==> config.mk <==
export PLATFORM = sky130hd
export DESIGN_NAME = ship_motion_ctrl_flat
export DESIGN_NICKNAME = d
export VERILOG_FILES = /design/src/rtl/ship_motion_ctrl_if.sv /design/src/rtl/ship_motion_ctrl.sv /design/src/flat_wrapper.sv
export SDC_FILE = /design/constraint.sdc
export NUM_CORES = 1
export LEC_CHECK = 0
export CELL_PAD_IN_SITES_DETAIL_PLACEMENT = 2
export CELL_PAD_IN_SITES_GLOBAL_PLACEMENT = 2
export CORE_ASPECT_RATIO = 0.75
export CORE_MARGIN = 1
export CORE_UTILIZATION = 33
export CTS_CLUSTER_SIZE = 30
export DETAILED_ROUTE_END_ITERATION = 6
export PLACE_DENSITY = 0.84
export SLEW_MARGIN = 20
export SYNTH_ARGS = -nofsm -noshare
export SYNTH_HDL_FRONTEND = slang
export SYNTH_SLANG_ARGS = --single-unit
==> constraint.sdc <==
create_clock -name i_clk_25MHz -period 6.8 [get_ports i_clk_25MHz]
set_input_delay 1.02 -clock i_clk_25MHz [delete_from_list [all_inputs] [get_ports i_clk_25MHz]]
set_output_delay 1.02 -clock i_clk_25MHz [all_outputs]
set_load 0.01 [all_outputs]
==> src/rtl/ship_motion_ctrl_if.sv <==
// Ship motion controller bus: button/tick inputs toward the controller and
// ship column plus status flags back to the renderer and collision logic.
interface ship_motion_ctrl_if #(
  parameter int X_WIDTH = 5
);
  logic               i_tick;
  logic               i_left_debounced;
  logic               i_right_debounced;
  logic               i_freeze;
  logic [X_WIDTH-1:0] o_ship_x;
  logic [1:0]         o_dir;
  logic               o_moving;
  logic               o_at_left;
  logic               o_at_right;

  modport master (
    output i_tick, i_left_debounced, i_right_debounced, i_freeze,
    input  o_ship_x, o_dir, o_moving, o_at_left, o_at_right
  );

  modport slave (
    input  i_tick, i_left_debounced, i_right_debounced, i_freeze,
    output o_ship_x, o_dir, o_moving, o_at_left, o_at_right
  );
endinterface

==> src/rtl/ship_motion_ctrl.sv <==
// Horizontal motion controller for the player ship.
// Direction FSM, move-rate prescaler on i_tick, hold-to-accelerate and
// limit handling. Limits clamp by default; define SHIP_MOTION_WRAP_EN to
// make the ship wrap from one edge of the field to the other instead.
//
// state | meaning
// IDLE  | no single button held, or frozen; counters parked
// LEFT  | left held alone; ticks step the ship toward LEFT_LIMIT
// RIGHT | right held alone; ticks step the ship toward RIGHT_LIMIT
module ship_motion_ctrl #(
  parameter int X_WIDTH     = 5,
  parameter int LEFT_LIMIT  = 0,
  parameter int RIGHT_LIMIT = 19,
  parameter int RESET_POS   = 5,
  parameter int STEP_DIV    = 2,
  parameter int ACCEL_HOLD  = 4,
  parameter int FAST_STEP   = 2
) (
  input  logic               i_clk_25MHz,
  input  logic               i_reset,
  ship_motion_ctrl_if.slave  bus
);

  typedef enum logic [1:0] {
    IDLE  = 2'b00,
    LEFT  = 2'b01,
    RIGHT = 2'b10
  } dir_t;

  // Two guard bits so x+step and x-step never overflow the signed math.
  localparam int SW     = X_WIDTH + 2;
  localparam int DIV_W  = (STEP_DIV < 2) ? 1 : $clog2(STEP_DIV);
  localparam int HOLD_W = (ACCEL_HOLD < 1) ? 1 : $clog2(ACCEL_HOLD + 1);

  localparam logic [DIV_W-1:0]  DIV_LAST = DIV_W'(STEP_DIV - 1);
  localparam logic [HOLD_W-1:0] HOLD_MAX = HOLD_W'(ACCEL_HOLD);

  localparam logic signed [SW-1:0] LEFT_S  = SW'(LEFT_LIMIT);
  localparam logic signed [SW-1:0] RIGHT_S = SW'(RIGHT_LIMIT);
  localparam logic signed [SW-1:0] FAST_S  = SW'(FAST_STEP);
  localparam logic signed [SW-1:0] ONE_S   = SW'(1);
`ifdef SHIP_MOTION_WRAP_EN
  localparam logic signed [SW-1:0] SPAN_S  = SW'(RIGHT_LIMIT - LEFT_LIMIT + 1);
`endif

  dir_t                state_q;
  dir_t                req;
  logic [X_WIDTH-1:0]  x_q;
  logic                moving_q;
  logic [DIV_W-1:0]    div_q;
  logic [HOLD_W-1:0]   hold_q;

  logic                changed;
  logic [DIV_W-1:0]    div_eff;
  logic [HOLD_W-1:0]   hold_eff;
  logic                step_ev;
  logic                do_move;
  logic signed [SW-1:0] x_s;
  logic signed [SW-1:0] step_s;
  logic signed [SW-1:0] sum_s;
  logic [X_WIDTH-1:0]  x_next;

  // Requested direction from the button levels; freeze forces idle.
  always_comb begin
    req = IDLE;
    if (!bus.i_freeze) begin
      if (bus.i_left_debounced && !bus.i_right_debounced)
        req = LEFT;
      else if (bus.i_right_debounced && !bus.i_left_debounced)
        req = RIGHT;
    end
  end

  // Step decision and next column. A direction change restarts the counters
  // in the same cycle, so a tick coinciding with the change moves at step 1.
  always_comb begin
    changed  = (req != state_q);
    div_eff  = changed ? DIV_LAST : div_q;
    hold_eff = changed ? '0 : hold_q;
    step_ev  = (req != IDLE) && bus.i_tick;
    do_move  = step_ev && (div_eff == DIV_LAST);
    x_s      = SW'({2'b00, x_q});
    step_s   = (hold_eff >= HOLD_MAX) ? FAST_S : ONE_S;
    sum_s    = (req == LEFT) ? (x_s - step_s) : (x_s + step_s);
    x_next   = X_WIDTH'(sum_s);
`ifdef SHIP_MOTION_WRAP_EN
    if ((req == LEFT) && (sum_s < LEFT_S))
      x_next = X_WIDTH'(sum_s + SPAN_S);
    else if ((req == RIGHT) && (sum_s > RIGHT_S))
      x_next = X_WIDTH'(sum_s - SPAN_S);
`else
    if ((req == LEFT) && (sum_s < LEFT_S))
      x_next = X_WIDTH'(LEFT_S);
    else if ((req == RIGHT) && (sum_s > RIGHT_S))
      x_next = X_WIDTH'(RIGHT_S);
`endif
  end

  // Direction FSM with prescaler, hold counter and registered position.
  always_ff @(posedge i_clk_25MHz) begin
    if (i_reset) begin
      state_q  <= IDLE;
      x_q      <= X_WIDTH'(RESET_POS);
      moving_q <= 1'b0;
      div_q    <= DIV_LAST;
      hold_q   <= '0;
    end else begin
      state_q  <= req;
      div_q    <= div_eff;
      hold_q   <= hold_eff;
      moving_q <= 1'b0;
      if (step_ev) begin
        if (do_move) begin
          div_q    <= '0;
          x_q      <= x_next;
          moving_q <= (x_next != x_q);
          if (hold_eff != HOLD_MAX)
            hold_q <= hold_eff + HOLD_W'(1);
        end else begin
          div_q <= div_eff + DIV_W'(1);
        end
      end
    end
  end

  assign bus.o_ship_x   = x_q;
  assign bus.o_dir      = state_q;
  assign bus.o_moving   = moving_q;
  assign bus.o_at_left  = (x_q == X_WIDTH'(LEFT_LIMIT));
  assign bus.o_at_right = (x_q == X_WIDTH'(RIGHT_LIMIT));

endmodule

==> src/flat_wrapper.sv <==
// flat-port wrapper written by rule: the top's interface ports become plain ports
module ship_motion_ctrl_flat 
#(
  parameter int X_WIDTH     = 5,
  parameter int LEFT_LIMIT  = 0,
  parameter int RIGHT_LIMIT = 19,
  parameter int RESET_POS   = 5,
  parameter int STEP_DIV    = 2,
  parameter int ACCEL_HOLD  = 4,
  parameter int FAST_STEP   = 2
)
  (i_clk_25MHz, i_reset, bus_i_tick, bus_i_left_debounced, bus_i_right_debounced, bus_i_freeze, bus_o_ship_x, bus_o_dir, bus_o_moving, bus_o_at_left, bus_o_at_right);
  ship_motion_ctrl_if #(.X_WIDTH(X_WIDTH)) bus_i ();
  input  logic i_clk_25MHz;
  input  logic i_reset;
  input wire logic [$bits(bus_i.i_tick)-1:0] bus_i_tick;
  input wire logic [$bits(bus_i.i_left_debounced)-1:0] bus_i_left_debounced;
  input wire logic [$bits(bus_i.i_right_debounced)-1:0] bus_i_right_debounced;
  input wire logic [$bits(bus_i.i_freeze)-1:0] bus_i_freeze;
  output wire logic [$bits(bus_i.o_ship_x)-1:0] bus_o_ship_x;
  output wire logic [$bits(bus_i.o_dir)-1:0] bus_o_dir;
  output wire logic [$bits(bus_i.o_moving)-1:0] bus_o_moving;
  output wire logic [$bits(bus_i.o_at_left)-1:0] bus_o_at_left;
  output wire logic [$bits(bus_i.o_at_right)-1:0] bus_o_at_right;
  assign bus_i.i_tick = bus_i_tick;
  assign bus_i.i_left_debounced = bus_i_left_debounced;
  assign bus_i.i_right_debounced = bus_i_right_debounced;
  assign bus_i.i_freeze = bus_i_freeze;
  assign bus_o_ship_x = bus_i.o_ship_x;
  assign bus_o_dir = bus_i.o_dir;
  assign bus_o_moving = bus_i.o_moving;
  assign bus_o_at_left = bus_i.o_at_left;
  assign bus_o_at_right = bus_i.o_at_right;
  ship_motion_ctrl #(.X_WIDTH(X_WIDTH), .LEFT_LIMIT(LEFT_LIMIT), .RIGHT_LIMIT(RIGHT_LIMIT), .RESET_POS(RESET_POS), .STEP_DIV(STEP_DIV), .ACCEL_HOLD(ACCEL_HOLD), .FAST_STEP(FAST_STEP)) u_core (.i_clk_25MHz(i_clk_25MHz), .i_reset(i_reset), .bus(bus_i));
endmodule
After elaboration in Yosys (flattened, before gate mapping)
Cells that the tools add are included.
{ "classes": {"add_sub_neg": 4, "muxes": 14, "bitwise": 2, "reduce_logical": 12, "order_cmp": 3, "n_eq_ne": 6} }
{ "ops": {"columns": ["cell", "count"], "rows": [
  ["$mux 3", 4],
  ["$mux 5", 2],
  ["$mux 2", 4],
  ["$add 6x7->7", 1],
  ["$gt 7x6->1 const B", 1],
  ["$lt 7x1->1 const B", 1],
  ["$mux 7", 1],
  ["$sub 6x7->7", 1],
  ["$logic_and 1x1->1", 6],
  ["$eq 5x5->1 const B", 1],
  ["$logic_not 5->1", 1],
  ["$ne 5x5->1", 1],
  ["$add 3x1->3 const B", 1],
  ["$ge 3x3->1 const B", 1],
  ["$mux 1", 3],
  ["$ne 3x3->1 const B", 1],
  ["$reduce_or 3->1", 1],
  ["$eq 2x1->1 const B", 1],
  ["$eq 2x2->1 const B", 1],
  ["$logic_not 1->1", 2],
  ["$ne 2x2->1", 1],
  ["$not 1->1", 2],
  ["$reduce_and 2->1", 1],
  ["$reduce_bool 2->1", 1],
  ["$add 1x1->1 const B", 1]
]} }
{ "word_totals": {"reg_bits": 12, "in_bits": 6} }

Logic depth before layout (Yosys ltp)
Gate-level depths: netlist of the first run.
{ "logic_depth": {"word_depth": 16, "depth_mapped": 13, "mapped_depth_nobuf": 13} }

Worst setup path after synthesis of the first run
OpenSTA, ideal clock, no wires.
{ "synth_timing": {"path_kind": "input port to flip-flop", "start": "input port bus_i_right_debounced", "end": "register u_core.x_q[2] (netlist: u_core.bus.o_ship_x[2])", "n_path_buf": 0, "slack_ps": 2884, "t_arrival_ps": 3795, "setup_time_ps": 122, "required_ps": 6678, "path_stages": 12, "cell_sequence": "xnor2_1 -> nor2_1 -> o32ai_1 -> nand2_1 -> ha_1 -> fa_1 -> or3b_2 -> mux2i_1 -> and3_1 -> o31a_1 -> a21o_1 -> a221o_1"} }
{ "synth_between": {"elab_chain_cells": 14, "word_cells_on_any_way": 26, "cone_classes": "2 x add/sub; 3 x order compare; 3 x eq/ne; 9 x mux; 9 x reduce/logical"} }
{ "synth_rtl": {"columns": ["element", "line_no", "source"], "rows": [
  ["start: declaration", "flat_wrapper.sv:18", "input wire logic [$bits(bus_i.i_right_debounced)-1:0] bus_i_right_debounced;"],
  ["$logic_and 1x1->1 / $logic_not 1->1 (equally long branches)", "ship_motion_ctrl.sv:69, ship_motion_ctrl.sv:67", null],
  ["$mux 2 / $logic_and 1x1->1 (equally long branches)", "ship_motion_ctrl.sv:69, ship_motion_ctrl.sv:67", null],
  ["$mux 2 *", "ship_motion_ctrl.sv:67", "if (bus.i_left_debounced && !bus.i_right_debounced)"],
  ["$mux 2 *", "ship_motion_ctrl.sv:66", "if (!bus.i_freeze) begin"],
  ["$ne 2x2->1", "ship_motion_ctrl.sv:77", "changed = (req != state_q);"],
  ["$mux 3", "ship_motion_ctrl.sv:79", "hold_eff = changed ? '0 : hold_q;"],
  ["$ge 3x3->1", "ship_motion_ctrl.sv:83", "step_s = (hold_eff >= HOLD_MAX) ? FAST_S : ONE_S;"],
  ["$mux 2", "ship_motion_ctrl.sv:83", null],
  ["$add 6x7->7 / $sub 6x7->7 (equally long branches)", "ship_motion_ctrl.sv:84", "sum_s = (req == LEFT) ? (x_s - step_s) : (x_s + step_s);"],
  ["$mux 7", "ship_motion_ctrl.sv:84", null],
  ["$gt 7x6->1", "ship_motion_ctrl.sv:94", "else if ((req == RIGHT) && (sum_s > RIGHT_S))"],
  ["$logic_and 1x1->1", "ship_motion_ctrl.sv:94", null],
  ["$mux 5", "ship_motion_ctrl.sv:94", null],
  ["$mux 5", "ship_motion_ctrl.sv:92", "if ((req == LEFT) && (sum_s < LEFT_S))"],
  ["end signal: assignment", "ship_motion_ctrl.sv:103", "x_q <= X_WIDTH'(RESET_POS);"],
  ["end signal: assignment", "ship_motion_ctrl.sv:115", "x_q <= x_next;"],
  ["end: declaration", "ship_motion_ctrl.sv:48", "logic [X_WIDTH-1:0] x_q;"]
]} }
Every way passes the cells marked *; elsewhere a longest branch is shown, timed or not.
A chain may end at the register's enable or synchronous reset.

Final worst setup path of the first run
Ends and elaborated chain as after synthesis.

==> flow_metrics.env, run 1 <==
export IMPL_fp_dieW_um=64.84
export IMPL_yosys_area_share_simple_pct=30.35
export IMPL_hpwl_mm=2.502
export IMPL_cts_resized=0
export IMPL_required_ns=6.94
export IMPL_cts_buffers=3
export IMPL_setup_ws_ns=2.018
export IMPL_maxSlewViolCount=0
export IMPL_ys_seq_elements=12
export IMPL_status="finished clean"
export IMPL_drt_pass1_iterations=4
export IMPL_numPortBuffers=15
export IMPL_synthMuxAreaShare_pct=5.250
export IMPL_vias=985
export IMPL_startpoint_type="input pin"
export IMPL_synth_top_family_by_area="simple AND/OR/NAND/NOR gates"
export IMPL_ys_seq_area_share_pct=24.58
export IMPL_cpLargestDelayFamily="compound AO/OA/AOI/OAI gates"
export IMPL_met2_usage_pct=36.46
export IMPL_synth_async_reset_ratio_pct=0
export IMPL_htreeDepth=1
export IMPL_power_leakage_nw=0.4965
export IMPL_gr_max_usage_layer="met2"
export IMPL_rows=16
export IMPL_syn_num_nets=139
export IMPL_worstPathCellList="clkdlybuf4s50_1, xnor2_1, nor2_1, o32ai_1, nand2_1, ha_1, fa_1, mux2i_1, nor4b_1, o31a_1, a21o_1, a221o_1"
export IMPL_place_ws_ns=1.844
export IMPL_synth_cell_area_um2=977.2
export IMPL_synth_xor_area_share_pct=1.793
export IMPL_ant_nets=0
export IMPL_synth_compound_area_share_pct=17.41
export IMPL_seq_area_um2=240.2
export IMPL_cellPowerDensity_nw_per_um2=162.0
export IMPL_cts_root_buffer="clkbuf_8"
export IMPL_gr_total_overflow=0
export IMPL_drt_initial_drc_count=46
export IMPL_cp_data_arrival_time_ns=4.92
export IMPL_wl_per_cell_um=18.75
export IMPL_cpPeakStageDelay_ns=0.55
export IMPL_worst_path_buf_inv=1
export IMPL_period_share_pct=70.32
export IMPL_gp_congestion=0.8437
export IMPL_hold_path_class="reg2reg"
export IMPL_syn_avg_cell_area_um2=8.010
export IMPL_worstMarginPinSlew_ns=0.6522
export IMPL_path_clk_slew_ns=0.06
export IMPL_synth_edff_count=0
export IMPL_grt_use_met3_pct=3.037
export IMPL_finalHoldViolCount=0
export IMPL_peakVddDrop_mv=0.09594
export IMPL_cts_hold_buf=0
export IMPL_cp_slowest_cell="o32ai_1"
export IMPL_cts_sinks=12
export IMPL_met1_usage_pct=30.91
export IMPL_dieHeight_um=49.13
export IMPL_whs_ns=0.5996
export IMPL_yosysWarnings=0
export IMPL_multiInputGateArea_um2=688.2
export IMPL_die_area_um2=3185
export IMPL_cts_path_max_buffers=2
export IMPL_finClkSkew_ns=0.004123
export IMPL_grt_max_degree=13
export IMPL_cts_tree="done"
export IMPL_tns_ns=0
export IMPL_wl_mm=3.243
export IMPL_area_growth_syn_to_layout_pct=24.07
export IMPL_core_area_um2=2703
export IMPL_setup_viol=0
export IMPL_fillCellCount=314
export IMPL_synth_cell_type_count=40
export IMPL_io_pins=16
export IMPL_grt_pass1_vias=1047
export IMPL_grt_usage_pct=22.54
export IMPL_grt_pass1_wl_mm=5.402
export IMPL_post_cts_buffers=0
export IMPL_crit_type="in2reg"
export IMPL_synthCells=122
export IMPL_maxCapViolCount=0
export IMPL_drive_gt1_share_pct=7.299
export IMPL_clk_latency_ns=0.25
export IMPL_synthAdderAreaFrac_pct=15.62
export IMPL_fmax_ghz=0.2091
export IMPL_p_total_uw=196.5
export IMPL_cp_max_fo=7
export IMPL_diodes=0
export IMPL_yosys_most_used_dff="dfxtp_1"
export IMPL_worstSetupEndpointType="flip-flop"
export IMPL_antenna_found_initial=0
export IMPL_post_route_drc_count=0
export IMPL_fin_nets=155
export IMPL_rsz0062_at_grt="no"
export IMPL_fin_crit_ns=4.782
export IMPL_maxSlewHeadroom_pct=56.43
export IMPL_initial_core_util_pct=36.16
export IMPL_vias_per_cell=5.694
## stage by stage
| step | std cells | utilization, % | cell area [um2] |
|---|---|---|---|
| finish | 173 | 44.86 | 1212 |
| global route | 173 | 44.86 | 1212 |
| CTS | 173 | 44.86 | 1212 |
| detailed placement | 169 | 42.82 | 1157 |
| global placement | 169 | 42.82 | 1157 |
| floorplan | 122 | - | 977.2 |
## worst reg2reg max path: stages (launching register included)
cell and delay [ns]:
dfxtp_1 0.34, nor4bb_1 0.31, nor2_1 0.09, o32ai_1 0.34, nand2_1 0.34, ha_1 0.31
fa_1 0.45, mux2i_1 0.42, nor4b_1 0.15, o31a_1 0.39, a21o_1 0.21, a221o_1 0.28
## final timing paths
| path | startpoint | to | slack (ns) | cells after the start |
|---|---|---|---|---|
| max | bus_i_right_debounced | u_core.bus.o_ship_x[2] | 2.02 | 12 |
| min | u_core.bus.o_ship_x[4] | u_core.bus.o_ship_x[4] | 0.60 | 2 |
| min reg2reg | u_core.bus.o_ship_x[4] | u_core.bus.o_ship_x[4] | 0.60 | 2 |
| max reg2reg | u_core.bus.o_dir[0] | u_core.bus.o_ship_x[2] | 3.07 | 11 |
## synth_stat cells (2+ instances only)
master	number	area, um2
a21oi_1	5	25.02
a31oi_1	3	18.77
clkbuf_1	4	15.01
dfxtp_1	12	240.2
fa_1	2	40.04
ha_1	9	112.6
inv_1	9	33.78
mux2i_1	4	40.04
nand2_1	12	45.04
nand2b_1	2	12.51
nand3_1	4	20.02
nand3b_1	2	15.01
nor2_1	12	45.04
nor3_1	6	30.03
nor4_1	2	12.51
nor4bb_1	2	20.02
o211ai_1	4	30.03
o21ai_0	2	10.01
or2_2	2	12.51
or3_1	2	12.51
or3b_2	2	17.52
xnor2_1	2	17.52
## cell usage in the layout (no fill, tap or decap), types with 2 or more instances in the layout
cell type	netlist	routed
nand3_1	4	4
mux2i_1	4	4
clkbuf_8	0	4
o211ai_1	4	4
xnor2_1	2	2
ha_1	9	9
or2_2	2	2
or3b_2	2	2
o21ai_0	2	2
nor3_1	6	6
a21oi_1	5	5
a31oi_1	3	3
nand2_1	12	12
nor2_1	12	12
clkdlybuf4s50_1	0	15
inv_1	9	9
nor4bb_1	2	2
dfxtp_1	12	12
or3_1	2	2
nor4_1	2	2
nand2b_1	2	2
fa_1	2	2
nand3b_1	2	2
## power breakdown
| part | internal [mW] | switching, mW | leakage [nW] | total, mW |
|---|---|---|---|---|
| registers | 0.0727 | 0.00456 | 0.0974 | 0.0773 |
| clock network | 0.0513 | 0.0313 | 0.0288 | 0.0826 |
| logic | 0.0162 | 0.0204 | 0.370 | 0.0366 |
## kinds of logic after synthesis
kind of cell	after synthesis
flip-flops	12
AO/OA/AOI/OAI	24
XOR/XNOR	2
AND/OR/NAND/NOR	55
adder cells (fa/ha/maj)	11
buffers and inverters	13
multiplexers	5
## state kept, by name (all words and copies together), names as in the netlist
name and count:
u_core.bus.o_dir 2, u_core.bus.o_moving 1, u_core.bus.o_ship_x 5, u_core.div_q 1, u_core.hold_q 3
## routing by layer
metal	wire [um]	share of wire, %	vias to the layer above
li1	-	-	471
met5	0	0	-
met3	85	2.6	5
met1	1640	51	491
met2	1483	46	18
met4	34	1.0	0
## final cells by class
type                       count  area share (%)
multi-input combinational     97           56.76
timing repair buffer          15           12.38
sequential                    12           19.81
clock buffer                   4           4.541
inverter                       9           2.786
tap                           36           3.715
Power figures use the tool's default switching activity.
==> inputs of run 2 (changes only) <==
- CORE_UTILIZATION: 33 -> 30
- PLACE_DENSITY: 0.84 -> 0.77
- clock period: 6.8 -> 4.9 ns (I/O delays scaled with it)
==> run 2 against run 1 <==
  * First-iteration DRC count down 48%
  * Combinational power rose by 39%
  * Setup slack lost 1.4 ns
  * Power up 36%
  * Flip-flop and latch count did not move
  * Register-to-register slack lost 1.7 ns
  * Highest routed layer unchanged
  * Utilization is 4.4 points lower
  * Worst hold slack about the same
  * Sequential power up 38%
==> flow_metrics.env, run 2 (same netlist as run 1, synthesis figures left out) <==
export IMPL_status="finished clean"
export IMPL_diodes=0
export IMPL_route_met3_wl_um=100
export IMPL_wl_mm=3.046
export IMPL_maxSlewViolCount=0
export IMPL_worstMarginPinSlew_ns=0.6256
export IMPL_grt_max_degree=13
export IMPL_layout_common_cells="15 x clkdlybuf4s50_1, 12 x nor2_1, 12 x nand2_1, 12 x dfxtp_1"
export IMPL_clk_latency_ns=0.24
export IMPL_numPortBuffers=15
export IMPL_dp_cells=172
export IMPL_finalInstanceArea_um2=1222
export IMPL_gr_total_overflow=0
export IMPL_power_leakage_nw=0.5011
export IMPL_cp_data_arrival_time_ns=4.44
export IMPL_cts_tree="done"
export IMPL_cts_hold_buf=0
export IMPL_fin_nets=156
export IMPL_grt_usage_pct=20.21
export IMPL_cts_sinks=12
export IMPL_seq_area_um2=240.2
export IMPL_hold_path_class="reg2reg"
export IMPL_postPlaceCellArea_um2=1167
export IMPL_instances_no_fill=176
export IMPL_post_cts_buffers=0
export IMPL_fillCellCount=342
export IMPL_drive_gt1_share_pct=7.971
export IMPL_cts_path_max_buffers=2
export IMPL_top_layer_used="met4"
export IMPL_multiInputGateArea_um2=688.2
export IMPL_fin_crit_ns=4.311
export IMPL_p_total_uw=267.6
export IMPL_maxCapViolCount=0
export IMPL_tns_ns=0
export IMPL_drt_pass1_iterations=4
export IMPL_gp_congestion=0.8024
export IMPL_wl_per_cell_um=17.31
export IMPL_cts_resized=0
export IMPL_cellPowerDensity_nw_per_um2=218.9
export IMPL_rows=17
export IMPL_dieHeight_um=51.43
export IMPL_maxSlewHeadroom_pct=58.21
export IMPL_post_route_drc_count=0
export IMPL_rsz0062_at_grt="no"
export IMPL_setup_viol=0
export IMPL_path_clk_slew_ns=0.06
export IMPL_core_area_um2=3020
export IMPL_startpoint_type="input pin"
export IMPL_fp_dieW_um=67.90
export IMPL_grt_pass1_vias=1027
export IMPL_cp_max_fo=7
export IMPL_htreeDepth=1
export IMPL_hpwl_mm=2.338
export IMPL_largest_reg_flops=5
export IMPL_cts_buffers=3
export IMPL_ant_nets=0
export IMPL_drt_initial_drc_count=24
export IMPL_initial_core_util_pct=32.35
export IMPL_grt_pass1_wl_mm=5.119
export IMPL_crit_type="in2reg"
export IMPL_fmax_ghz=0.2319
export IMPL_worstSetupEndpointType="flip-flop"
export IMPL_vias=966
export IMPL_peakVddDrop_mv=0.1201
export IMPL_wl_met1_mm=1.606
export IMPL_die_area_um2=3492
export IMPL_area_growth_syn_to_layout_pct=25.10
export IMPL_finalHoldViolCount=0
export IMPL_wl_met2_mm=1.324
export IMPL_mostFrequentLayoutCell="clkdlybuf4s50_1"
export IMPL_cts_root_buffer="clkbuf_8"
export IMPL_antenna_found_initial=0
export IMPL_io_pins=16
export IMPL_finClkSkew_ns=0.002231
export IMPL_vias_per_cell=5.489
export IMPL_required_ns=5.03
export IMPL_period_share_pct=87.99
run 2: cell count changes in the layout (fill, tap and decap cells not counted):
cell	previous run	this run
buf_4	0	1
run 2: layout make-up:
class	instances	share of cell area [%]
repair buffers	16	12.90
clock buffers	4	4.504
multi-input cells	97	56.29
well taps	38	3.889
flip-flops and latches	12	19.65
inverters	9	2.764
run 2: worst paths after layout:
| path | startpoint | to | slack, ns | cells past startpoint |
|---|---|---|---|---|
| min reg2reg | u_core.hold_q[0] | u_core.hold_q[0] | 0.60 | 3 |
| min | u_core.hold_q[0] | u_core.hold_q[0] | 0.60 | 3 |
| max | bus_i_right_debounced | u_core.bus.o_ship_x[2] | 0.59 | 13 |
| max reg2reg | u_core.bus.o_dir[0] | u_core.bus.o_ship_x[2] | 1.36 | 12 |
run 2: layer usage:
layer,global-route usage [%],vias to the layer above
met2,32.18,15
li1,-,477
met5,0,-
met3,4.241,2
met4,5.208,0
met1,27.38,472
run 2: where the power goes:
group / internal [mW] / switching [mW] / leakage (nW)
clock network: 0.0710 / 0.0388 / 0.0288
logic: 0.0233 / 0.0274 / 0.375
registers: 0.101 / 0.00615 / 0.0974
total: 0.195 / 0.0724 / 0.501
run 2: worst max-delay path: stages:
cell and delay (ns):
clkdlybuf4s50_1 0.58, nor4bb_1 0.32, nor2_1 0.09, o32ai_1 0.13, buf_4 0.18, nand2_1 0.19
ha_1 0.29, fa_1 0.42, mux2i_1 0.45, nor4b_1 0.17, o31a_1 0.38, a21o_1 0.20
a221o_1 0.29
run 2: per-stage QoR:
| step | setup WS (ns) | utilization (%) | hold slack (ns) |
|---|---|---|---|
| floorplan | 1.269 | - | 0.5416 |
| global placement | 0.6073 | 38.65 | 0.5738 |
| detailed placement | 0.4255 | 38.65 | 0.5925 |
| CTS | 0.6233 | 40.47 | 0.6071 |
| global route | 0.3764 | 40.47 | 0.6555 |
| finish | 0.5885 | 40.47 | 0.5995 |
==> inputs of run 3 (changes only) <==
- CELL_PAD_IN_SITES_DETAIL_PLACEMENT: 2 -> default
- CELL_PAD_IN_SITES_GLOBAL_PLACEMENT: 2 -> default
- CORE_MARGIN: 1 -> 3
- CORE_UTILIZATION: 30 -> 52
- PLACE_DENSITY: 0.77 -> 0.78
==> run 3 against run 2 <==
  * Fmax is 2.6% higher
  * Die area decreased by 30%
  * Worst hold slack gained 0.0056 ns
  * Flip-flop and latch count unchanged
  * Count of clock-buffer cells in the layout stayed put
  * Cell count down 9.7%
  * Clock skew about the same
  * Largest power group is now sequential cells
  * Sequential power about the same
  * Power decreased by 13%
  * Critical path type unchanged
  * Register-to-register slack better by 0.05 ns
  * Clock power decreased by 29%
  * Largest cell class unchanged
  * Utilization rose by 32 points
  * Critical endpoint unchanged
==> flow_metrics.env, run 3 (same netlist as run 1, synthesis figures left out) <==
export IMPL_status="finished clean"
export IMPL_required_ns=5.06
export IMPL_ant_nets=0
export IMPL_worstSetupEndpointType="flip-flop"
export IMPL_initial_core_util_pct=60.26
export IMPL_cpPeakStageDelay_ns=0.56
export IMPL_fin_crit_ns=4.204
export IMPL_fmax_ghz=0.2379
export IMPL_post_cts_buffers=0
export IMPL_vias=946
export IMPL_grt_pass1_vias=857
export IMPL_cpLargestDelayFamily="compound AO/OA/AOI/OAI gates"
export IMPL_largest_reg_flops=5
export IMPL_htreeDepth=1
export IMPL_io_pins=16
export IMPL_rows=12
export IMPL_cts_tree="done"
export IMPL_dieHeight_um=43.54
export IMPL_finClkSkew_ns=0.001887
export IMPL_startpoint_type="input pin"
export IMPL_drive_gt1_share_pct=7.971
export IMPL_gr_total_overflow=0
export IMPL_drt_pass1_iterations=4
export IMPL_gp_congestion=0.8937
export IMPL_mostFrequentLayoutCell="clkdlybuf4s50_1"
export IMPL_tns_ns=0
export IMPL_cts_path_max_buffers=2
export IMPL_cp_max_fo=7
export IMPL_cellPowerDensity_nw_per_um2=197.2
export IMPL_maxSlewHeadroom_pct=63.03
export IMPL_cts_resized=0
export IMPL_wl_per_cell_um=14.29
export IMPL_cts_hold_buf=0
export IMPL_layout_common_cells="15 x clkdlybuf4s50_1, 12 x nor2_1, 12 x nand2_1, 12 x dfxtp_1"
export IMPL_hpwl_mm=1.706
export IMPL_finalHoldViolCount=0
export IMPL_cts_root_buffer="clkbuf_4"
export IMPL_rsz0062_at_grt="no"
export IMPL_worstPathCellList="clkdlybuf4s50_1, nor4bb_1, nor2_1, o32ai_1, buf_4, nand2_1, ha_1, fa_1, mux2i_1, nor4b_1, o31a_1, a21o_1, a221o_1"
export IMPL_maxCapViolCount=0
export IMPL_drt_initial_drc_count=38
export IMPL_post_route_drc_count=0
export IMPL_hold_path_class="reg2reg"
export IMPL_grt_pass1_wl_mm=3.774
export IMPL_fp_dieW_um=56.06
export IMPL_peakVddDrop_mv=0.1612
export IMPL_cts_sinks=12
export IMPL_core_area_um2=1622
export IMPL_clk_latency_ns=0.27
export IMPL_period_share_pct=85.79
export IMPL_worst_path_buf_inv=2
export IMPL_maxSlewViolCount=0
export IMPL_antenna_found_initial=0
export IMPL_cp_slowest_cell="clkdlybuf4s50_1"
export IMPL_crit_type="in2reg"
export IMPL_die_area_um2=2441
export IMPL_final_core_util_pct=72.92
export IMPL_diodes=0
export IMPL_cp_data_arrival_time_ns=4.36
export IMPL_setup_viol=0
export IMPL_worstMarginPinSlew_ns=0.5468
export IMPL_path_clk_slew_ns=0.08
export IMPL_area_growth_syn_to_layout_pct=21.00
export IMPL_wl_mm=2.272
export IMPL_numPortBuffers=15
export IMPL_cts_buffers=3
export IMPL_vias_per_cell=5.950
export IMPL_grt_max_degree=13
export IMPL_fin_nets=156
export IMPL_grt_usage_pct=18.82
export IMPL_reg2reg_slack_ns=1.41
export IMPL_power_leakage_nw=0.4933
[run 3: worst register-to-register path: stages (launching register included)]
cell and delay, ns:
dfxtp_1 0.34, nor4bb_1 0.31, nor2_1 0.07, o32ai_1 0.16, buf_4 0.20, nand2_1 0.19, ha_1 0.29, fa_1 0.41
mux2i_1 0.40, nor4b_1 0.16, o31a_1 0.38, a21o_1 0.20, a221o_1 0.28
[run 3: path summary, 6_finish.rpt]
kind | from | endpoint | depth (start not counted)
hold reg to reg | u_core.hold_q[0] | u_core.hold_q[0] | 3
hold / removal | u_core.hold_q[0] | u_core.hold_q[0] | 3
setup reg to reg | u_core.bus.o_dir[1] | u_core.bus.o_ship_x[2] | 12
setup / recovery | bus_i_left_debounced | u_core.bus.o_ship_x[2] | 13
[run 3: where the power goes]
part           total (mW)  internal [mW]  switching (mW)
Sequential          0.106          0.101         0.00554
Combinational      0.0489         0.0231          0.0258
Clock              0.0780         0.0451          0.0329
[run 3: cell type report]
| class | instances | area [um2] |
|---|---|---|
| Fill cell | 138 | 439.2 |
| Inverter | 9 | 33.78 |
| Multi-Input combinational cell | 97 | 688.2 |
| Clock buffer | 4 | 36.28 |
| Sequential cell | 12 | 240.2 |
| Timing Repair Buffer | 16 | 157.7 |
| Tap cell | 21 | 26.28 |
[run 3: metrics by stage]
step                      setup WS (ns)  power [mW]  instance area [um2]  instances  hold slack (ns)
after floorplan                   1.269      0.1369                977.2        122           0.5416
after global placement           0.5152      0.1551                 1146        155           0.5769
after detailed placement         0.4624      0.1563                 1146        155           0.5783
after CTS                        0.7286      0.2343                 1182        159           0.6020
after global routing             0.4264      0.2444                 1182        159           0.6439
final                            0.6962      0.2332                 1182        159           0.6051
[run 3: routing by layer]
layer  part of all wire (%)  up-vias  track usage, %
li1                       -      472               -
met1                     50      431           28.19
met2                     41       41           28.90
met3                    8.2        2           2.976
met4                   0.44        0           2.844
met5                      0        -               0
